`src/rtl/rs_error_corrector.sv`:
```
// -----------------------------------------------------------------------------
// rs_error_corrector
//   Single-symbol error corrector for an RS(7,5) decoder over GF(8)
//   (primitive polynomial x^3+x+1, alpha = 3'b010). It accepts a received
//   word plus its syndromes s1/s2, then searches one symbol position per
//   cycle for the position k where s1*alpha^k == s2. The error magnitude is
//   carried along as q = s1*alpha^-k and is XORed into symbol k on a match.
//
//   Optional feature macro: RS_ERR_CNT_EN (saturating corrected/failed counters)
//
// Ports
//   clk           rising-edge clock
//   rst_n         asynchronous active-low reset
//   in_valid      codeword and syndromes present
//   in_ready      block can accept (IDLE only)
//   in_v          received codeword, symbol k at bits [3k+2:3k]
//   in_s1/in_s2   syndromes
//   out_valid     result present, held until out_ready
//   out_ready     downstream accepts the result
//   out_v         corrected codeword (raw word when uncorrectable)
//   out_corrected one symbol was modified
//   out_fail      syndrome pattern is uncorrectable
//   err_cnt_corr  saturating count of corrected words (RS_ERR_CNT_EN only)
//   err_cnt_fail  saturating count of failed words (RS_ERR_CNT_EN only)
// -----------------------------------------------------------------------------
`ifndef N
`define N 7
`endif
`ifndef SYMBOL_WIDTH
`define SYMBOL_WIDTH 3
`endif

module rs_error_corrector (
    input  logic                              clk,
    input  logic                              rst_n,
    input  logic                              in_valid,
    output logic                              in_ready,
    input  logic [`N*`SYMBOL_WIDTH-1:0]       in_v,
    input  logic [`SYMBOL_WIDTH-1:0]          in_s1,
    input  logic [`SYMBOL_WIDTH-1:0]          in_s2,
    output logic                              out_valid,
    input  logic                              out_ready,
    output logic [`N*`SYMBOL_WIDTH-1:0]       out_v,
    output logic                              out_corrected,
    output logic                              out_fail
`ifdef RS_ERR_CNT_EN
    ,
    output logic [7:0]                        err_cnt_corr,
    output logic [7:0]                        err_cnt_fail
`endif
);

    localparam int NS = `N;
    localparam int SW = `SYMBOL_WIDTH;
    localparam int W  = NS * SW;

    typedef enum logic [1:0] {
        ST_IDLE   = 2'd0,
        ST_SEARCH = 2'd1,
        ST_DONE   = 2'd2
    } state_t;

    // Multiply by alpha: shift left, fold x^3 back as x+1.
    function automatic logic [2:0] gf_mul_a(input logic [2:0] b);
        gf_mul_a = {b[1], b[0] ^ b[2], b[2]};
    endfunction

    // Multiply by alpha^6 (= alpha^-1 = x^2+1): shift right, fold x^-1 as x^2+1.
    function automatic logic [2:0] gf_mul_a6(input logic [2:0] b);
        gf_mul_a6 = {b[0], b[2], b[1] ^ b[0]};
    endfunction

    state_t          r_state;
    logic [W-1:0]    r_word;
    logic [SW-1:0]   r_s2;
    logic [2:0]      r_k;
    logic [SW-1:0]   r_p;
    logic [SW-1:0]   r_q;
    logic            r_in_ready;
    logic            r_out_valid;
    logic [W-1:0]    r_out_v;
    logic            r_out_corrected;
    logic            r_out_fail;

    state_t          w_state_nxt;
    logic [W-1:0]    w_word_nxt;
    logic [SW-1:0]   w_s2_nxt;
    logic [2:0]      w_k_nxt;
    logic [SW-1:0]   w_p_nxt;
    logic [SW-1:0]   w_q_nxt;
    logic            w_out_valid_nxt;
    logic [W-1:0]    w_out_v_nxt;
    logic            w_corr_nxt;
    logic            w_fail_nxt;
    logic [W-1:0]    w_fixed;
    logic            w_handshake;

    // Candidate repaired word: XOR current magnitude q into symbol k.
    always_comb begin
        w_fixed = r_word;
        for (int i = 0; i < NS; i++) begin
            if (r_k == 3'(i)) begin
                w_fixed[i*SW +: SW] = r_word[i*SW +: SW] ^ r_q;
            end else begin
                w_fixed[i*SW +: SW] = r_word[i*SW +: SW];
            end
        end
    end

    // Next-state and datapath next values.
    always_comb begin
        w_state_nxt     = r_state;
        w_word_nxt      = r_word;
        w_s2_nxt        = r_s2;
        w_k_nxt         = r_k;
        w_p_nxt         = r_p;
        w_q_nxt         = r_q;
        w_out_valid_nxt = r_out_valid;
        w_out_v_nxt     = r_out_v;
        w_corr_nxt      = r_out_corrected;
        w_fail_nxt      = r_out_fail;
        case (r_state)
            ST_IDLE: begin
                if (in_valid) begin
                    w_word_nxt = in_v;
                    w_s2_nxt   = in_s2;
                    if ((in_s1 == 3'd0) && (in_s2 == 3'd0)) begin
                        w_state_nxt     = ST_DONE;
                        w_out_valid_nxt = 1'b1;
                        w_out_v_nxt     = in_v;
                        w_corr_nxt      = 1'b0;
                        w_fail_nxt      = 1'b0;
                    end else if ((in_s1 == 3'd0) || (in_s2 == 3'd0)) begin
                        w_state_nxt     = ST_DONE;
                        w_out_valid_nxt = 1'b1;
                        w_out_v_nxt     = in_v;
                        w_corr_nxt      = 1'b0;
                        w_fail_nxt      = 1'b1;
                    end else begin
                        w_state_nxt = ST_SEARCH;
                        w_k_nxt     = 3'd0;
                        w_p_nxt     = in_s1;
                        w_q_nxt     = in_s1;
                    end
                end else begin
                    w_state_nxt = ST_IDLE;
                end
            end
            ST_SEARCH: begin
                if (r_p == r_s2) begin
                    w_state_nxt     = ST_DONE;
                    w_out_valid_nxt = 1'b1;
                    w_out_v_nxt     = w_fixed;
                    w_corr_nxt      = 1'b1;
                    w_fail_nxt      = 1'b0;
                end else if (r_k == 3'd6) begin
                    // Every nonzero s2/s1 is some alpha^k, so this is defensive only.
                    w_state_nxt     = ST_DONE;
                    w_out_valid_nxt = 1'b1;
                    w_out_v_nxt     = r_word;
                    w_corr_nxt      = 1'b0;
                    w_fail_nxt      = 1'b1;
                end else begin
                    w_k_nxt = r_k + 3'd1;
                    w_p_nxt = gf_mul_a(r_p);
                    w_q_nxt = gf_mul_a6(r_q);
                end
            end
            ST_DONE: begin
                if (out_ready) begin
                    w_state_nxt     = ST_IDLE;
                    w_out_valid_nxt = 1'b0;
                end else begin
                    w_state_nxt = ST_DONE;
                end
            end
            default: begin
                w_state_nxt     = ST_IDLE;
                w_out_valid_nxt = 1'b0;
            end
        endcase
    end

    // State, datapath and registered output flops.
    always_ff @(posedge clk or negedge rst_n) begin
        if (!rst_n) begin
            r_state         <= ST_IDLE;
            r_word          <= '0;
            r_s2            <= 3'd0;
            r_k             <= 3'd0;
            r_p             <= 3'd0;
            r_q             <= 3'd0;
            r_in_ready      <= 1'b1;
            r_out_valid     <= 1'b0;
            r_out_v         <= '0;
            r_out_corrected <= 1'b0;
            r_out_fail      <= 1'b0;
        end else begin
            r_state         <= w_state_nxt;
            r_word          <= w_word_nxt;
            r_s2            <= w_s2_nxt;
            r_k             <= w_k_nxt;
            r_p             <= w_p_nxt;
            r_q             <= w_q_nxt;
            r_in_ready      <= (w_state_nxt == ST_IDLE);
            r_out_valid     <= w_out_valid_nxt;
            r_out_v         <= w_out_v_nxt;
            r_out_corrected <= w_corr_nxt;
            r_out_fail      <= w_fail_nxt;
        end
    end

    assign w_handshake   = r_out_valid && out_ready;
    assign in_ready      = r_in_ready;
    assign out_valid     = r_out_valid;
    assign out_v         = r_out_v;
    assign out_corrected = r_out_corrected;
    assign out_fail      = r_out_fail;

`ifdef RS_ERR_CNT_EN
    logic [7:0] r_cnt_corr;
    logic [7:0] r_cnt_fail;

    // Saturating result counters, advanced on each output handshake.
    always_ff @(posedge clk or negedge rst_n) begin
        if (!rst_n) begin
            r_cnt_corr <= 8'd0;
            r_cnt_fail <= 8'd0;
        end else begin
            if (w_handshake && r_out_corrected && (r_cnt_corr != 8'd255)) begin
                r_cnt_corr <= r_cnt_corr + 8'd1;
            end else begin
                r_cnt_corr <= r_cnt_corr;
            end
            if (w_handshake && r_out_fail && (r_cnt_fail != 8'd255)) begin
                r_cnt_fail <= r_cnt_fail + 8'd1;
            end else begin
                r_cnt_fail <= r_cnt_fail;
            end
        end
    end

    assign err_cnt_corr = r_cnt_corr;
    assign err_cnt_fail = r_cnt_fail;
`else
    logic w_unused;
    assign w_unused = w_handshake;
`endif

endmodule

```
`config.mk`:
```
export PLATFORM = sky130hd
export DESIGN_NAME = rs_error_corrector
export DESIGN_NICKNAME = d
export VERILOG_FILES = /design/src/rtl/rs_error_corrector.sv
export SDC_FILE = /design/constraint.sdc
export NUM_CORES = 1
export LEC_CHECK = 0
export CORE_MARGIN = 2
export CORE_UTILIZATION = 42
export DETAILED_ROUTE_END_ITERATION = 10
export PLACE_DENSITY = 0.63
export SLEW_MARGIN = 10
export SYNTH_ARGS = -nofsm -noshare
export SYNTH_HDL_FRONTEND = slang
export SYNTH_SLANG_ARGS = --single-unit
export TNS_END_PERCENT = 30
```
`constraint.sdc`:
```
create_clock -name clk -period 2.4 [get_ports clk]
set_clock_uncertainty 0.05 [all_clocks]
set_input_delay 0.24 -clock clk [delete_from_list [all_inputs] [get_ports clk]]
set_output_delay 0.24 -clock clk [all_outputs]
set_load 0.005 [all_outputs]
```
==> run metrics, run 1 <==
Inserted Diodes 0; area delta synth->final 28.56%; FMAX 483.0 MHz; number of vias per cell 5.169; nets@finish 388; run status complete, no violations; HP Class input port to register; synth warn 0; top post-synthesis cells by area dfrtp_1 46%, mux2_2 11%, xnor2_1 6.0%, mux2_1 6.0%, nand2_1 4.4%; CTS Buffer Depth 2; IO Port Bufs 55; syn avg cell area 10.67 um^2; CP startpoint kind register; top cell type by total area after synthesis dfrtp_1; register bit total from synthesis 60; 1st-iter DRT viols 63; worst skew pair latency 0.34 ns; synthesized cell area 0.003189 mm^2; CTS buffer count 9; leakage 1.587 nW; starting density of the core 43.74%; Clock transition at path regs 0.07 ns; Cells after Synth 299; GRT Overall Usage 17.05%; Pre-antenna DRT Iters 4; fin crit share 86.26%; initial antenna violation count 0; slew margin rel. 51.36%; Finish-stage setup viols 0; RSZ-0062 raised after global routing no; Total Wirelength 6492 um; post-synth cell types 33; final instance count without filler cells 456; CP peak stage delay 0.43 ns; Die X 91.14 um; maximum vdd ir drop 673.4 uV; core area 0.007292 mm^2; Sequential Area 0.001503 mm^2; commonest non-fill, non-tap cells in the layout 59 x dfrtp_1, 54 x clkdlybuf4s50_1, 37 x nand2_1; syn_nets 335; FFs w/ async S/R, synth 100.0%; die area 0.008307 mm^2; Remaining DRCs 0; power per cell area 1398 mW/mm^2; crit end category register; CP cell instances inv_1 -> ha_1 -> nand3b_1 -> nor4_1 -> xnor2_1 -> o21ai_1 -> mux2_1; IO Count 56; fin. max-slew vios 0; first-pass GRT wire length 11360 um; DRT antenna net count 0; Post-synth EDFFs 0; fill cell count 678; Worst-Margin Slew 0.7297 ns; RePlAce Congestion 0.7925; DR vias 2357; number of global-route vias before repair 2401; top sig layer met4; Crit-path slowest cell dfrtp_1; top cell type's share of synthesized area 46.29%; CTS tree built; setup bufs post-CTS 0; Worst Path Required 2.58 ns; post-synthesis sequential area ratio 47.12%; Final Hold Viols 0; commonest non-fill, non-tap cell in the layout dfrtp_1; CP Max Fanout 8; fin crit period 2.070 ns; DIE HEIGHT 91.14 um; metal1 wirelength 3116 um; H-Tree Level Count 3; share of cells above drive strength 1 17.93%; Cell Rows 31; Clock Sinks 60; gr ovfl total 0; routed length on met3 325 um; clock root buffer clkbuf_8; WS Path Type register to register; Multi-input gate area 0.001585 mm^2; CP arrival 2.25 ns; routed length per instance 14.24 um; Max-Cap Viols 0; largest net degree at the start of global routing 32; HPWL after DPL 4578 um; Synth Flop Type dfrtp_1; TNS Setup 0 ns; placed insts 439; Met2 Wirelength 2975 um
flip-flops by register name (all words and copies together), names as in the netlist:
| register | flops |
|---|---|
| r_s2 | 3 |
| r_state | 2 |
| out_fail | 1 |
| r_word | 21 |
| out_valid | 1 |
| out_corrected | 1 |
| in_ready | 1 |
| r_p | 3 |
| r_k | 3 |
| r_q | 3 |
| out_v | 21 |
report_power, final:
group | internal [W] | switching, W | total [W]
logic | 0.00142 | 0.00130 | 0.00272
clock network | 0.000612 | 0.000415 | 0.00103
registers | 0.00154 | 0.000445 | 0.00198
total | 0.00357 | 0.00216 | 0.00573
per-stage QoR:
step           worst slack, ns  power, W  utilization, %  cell area, um^2  hold slack (ns)
2_1_floorplan           0.4855  0.003802               -             3189          -0.1056
3_3_place_gp            0.2312  0.004624           52.69             3842           0.2811
3_5_place_dp            0.1448  0.004702           52.69             3842           0.2858
4_1_cts                 0.1318  0.005752           55.92             4078           0.3940
5_1_grt                 0.1644  0.006197           56.23             4100           0.4126
6_report                0.3297  0.005730           56.23             4100           0.4058
Yosys cell counts, types with 3 or more instances:
cell type / number
mux2_2: 30
nor4_1: 21
o21ai_0: 7
clkbuf_1: 6
nand3b_1: 10
buf_2: 12
xnor2_1: 22
nor2_1: 7
nand2_1: 37
ha_1: 5
dfrtp_1: 59
o21ai_1: 20
a31oi_1: 5
buf_1: 3
inv_1: 4
nand3_1: 13
mux2_1: 17
area by class of cell:
class                   count  share of cell area (%)
flip-flops and latches     60                   36.65
repair buffers             65                   15.81
inverters                   4                  0.3662
multi-input cells         212                   38.66
clock buffers              10                   3.357
well taps                  99                   3.021
clock inverters             6                   2.136
critical path: cells and delay by family (launching register included):
kind	cells	cell delay [ns]
AND/OR/NAND/NOR	2	0.47
XOR/XNOR	1	0.18
adder cells (fa/ha/maj)	1	0.37
buffers and inverters	1	0.10
AO/OA/AOI/OAI	1	0.07
multiplexers	1	0.29
flip-flops	1	0.43
repair_timing:
item	CTS	global route
hold endpoints to repair	28	0
hold buffers	1	0
setup endpoints to repair	0	17
resized for setup	0	2
cells by family (layout without fill, tap and decap cells):
family                     Yosys count  count (layout)  share of synthesized area, %
and+or+nand+nor                     96              96                         15.85
DFF                                 60              60                         47.12
muxes                               47              47                         16.59
AOI/OAI and AO/OA                   39              39                         7.258
buffers and inverters               27              85                         3.884
xor gates and xnor gates            25              25                         7.336
adders and majority gates            5               5                         1.962
path summary, 6_finish.rpt:
| check | startpoint | end | slack (ns) | cells past startpoint |
|---|---|---|---|---|
| worst max-delay path | r_k[0] | out_v[8] | 0.33 | 7 |
| worst min-delay path | in_valid | in_ready | 0.41 | 2 |
| worst max register to register | r_k[0] | out_v[8] | 0.33 | 7 |
| worst min register to register | out_valid | out_valid | 0.43 | 1 |
| max in group asynchronous | rst_n | r_word[7] | 1.24 | 3 |
| min in group asynchronous | rst_n | out_v[17] | 0.44 | 2 |
metal layers:
layer	GRT usage, %	vias up
li1	-	1161
met4	6.061	0
met2	26.73	57
met1	22.41	1129
met5	0	-
met3	5.145	10
Note: power is estimated with default switching activity, not from simulation.
==> run 2: changes to the inputs <==
==> constraint.sdc (replaced) <==
create_clock -name clk -period 2.48 [get_ports clk]
set_clock_uncertainty 0.05 [all_clocks]
set_input_delay 0.248 -clock clk [delete_from_list [all_inputs] [get_ports clk]]
set_output_delay 0.248 -clock clk [all_outputs]
set_load 0.005 [all_outputs]
==> run 2 against run 1 <==
- setup slack got worse by 0.13 ns
- sequential cell count did not move
- cell count did not move
- die area did not move
- critical endpoint is now out_v[5]
- largest cell class unchanged
- highest routed layer unchanged
==> run metrics, run 2 (synthesized netlist as in run 1, its figures left out) <==
1st-iter DRT viols 133; Buf/Inv on CP 1; HPWL after DPL 4532 um; leakage 1.596 nW; GRT Overall Usage 16.86%; Total Wirelength 6606 um; worst skew pair latency 0.33 ns; nets@finish 388; DR vias 2353; Worst-Margin Slew 0.9712 ns; maximum vdd ir drop 710.9 uV; Cell Rows 31; share of cells above drive strength 1 17.65%; number of global-route vias before repair 2332; number of vias per cell 5.160; fill cell count 664; DRT antenna net count 0; area delta synth->final 28.99%; CTS Buffer Depth 2; Sequential Area 0.001503 mm^2; power per cell area 1375 mW/mm^2; HP Class register to register; FMAX 437.8 MHz; core area 0.007292 mm^2; Max-Cap Viols 0; Pre-antenna DRT Iters 4; RSZ-0062 raised after global routing no; Die X 91.14 um; Final Hold Viols 0; RePlAce Congestion 0.7717; CP cell instances xor2_2 -> nor3_2 -> a21oi_2 -> o21ai_2 -> buf_12 -> mux2_1; Final Power 0.005656 W; fin. max-slew vios 0; TNS Setup 0 ns; commonest non-fill, non-tap cell in the layout dfrtp_1; CP Max Fanout 25; Clock Sinks 60; CP arrival 2.45 ns; Clock transition at path regs 0.07 ns; fin crit share 92.10%; Remaining DRCs 0; commonest non-fill, non-tap cells in the layout 59 x dfrtp_1, 54 x clkdlybuf4s50_1, 37 x nand2_1; gr ovfl total 0; IO Port Bufs 55; placed cell area 0.003842 mm^2; initial antenna violation count 0; final instance count without filler cells 456; Worst Path Required 2.64 ns; CTS buffer count 9; run status complete, no violations; Multi-input gate area 0.001574 mm^2; crit end category register; CP peak stage delay 0.79 ns; CP startpoint kind register; routed length per instance 14.49 um; slew margin rel. 35.20%; H-Tree Level Count 3; Finish-stage setup viols 0; delay-heaviest family, CP XOR/XNOR gates; WS Path Type register to register; starting density of the core 43.74%; IO Count 56; first-pass GRT wire length 11240 um; fin area 0.004114 mm^2; DIE HEIGHT 91.14 um; largest net degree at the start of global routing 32; CTS tree built; clock root buffer clkbuf_8; die area 0.008307 mm^2; Inserted Diodes 0; setup bufs post-CTS 0; placed insts 439; Final Core Density 56.42%; Crit-path slowest cell xor2_2; fin crit period 2.284 ns
## run 2: worst paths after layout
path,start,end,slack [ns],depth (start not counted)
worst min-delay path,out_valid,out_valid,0.43,1
max in group asynchronous,rst_n,r_word[4],1.29,3
worst max-delay path,r_s2[0],out_v[5],0.20,6
min in group asynchronous,rst_n,out_v[16],0.46,2
worst max register to register,r_s2[0],out_v[5],0.20,6
worst min register to register,out_valid,out_valid,0.43,1
## run 2: power breakdown
group / leakage (nW) / switching (W) / internal (W)
registers: 0.706 / 0.000426 / 0.00149
clock network: 0.127 / 0.000378 / 0.000722
logic: 0.763 / 0.00128 / 0.00137
## run 2: per-layer routing
metal  global-route usage [%]  part of all wire (%)  wire (um)  vias up
li1                         -                     -          -     1154
met1                    22.99                    48       3165     1141
met2                    26.54                    47       3099       50
met3                    2.905                   4.0        267        8
met4                    7.197                   1.1         74        0
met5                        0                     0          0        -
## run 2: what timing repair did
| action | 4_1_cts | 5_1_grt |
|---|---|---|
| setup endpoints to repair | 0 | 1 |
| gates resized for setup | 0 | 1 |
| endpoints found under the hold margin | 28 | 0 |
| hold buffers | 1 | 0 |
## run 2: through the flow
stage / worst slack, ns / hold slack [ns]
floorplan: 0.5655 / -0.09759
global placement: 0.3102 / 0.2981
detailed placement: 0.1934 / 0.2971
CTS: 0.1904 / 0.4317
global route: 0.01956 / 0.4433
finish: 0.1958 / 0.4311
## run 2: layout make-up
type	instances	area share, %
inverters	4	0.3650
clock inverters	4	2.311
flip-flops and latches	60	36.53
clock buffers	12	3.771
repair buffers	65	15.75
multi-input cells	212	38.26
well taps	99	3.011
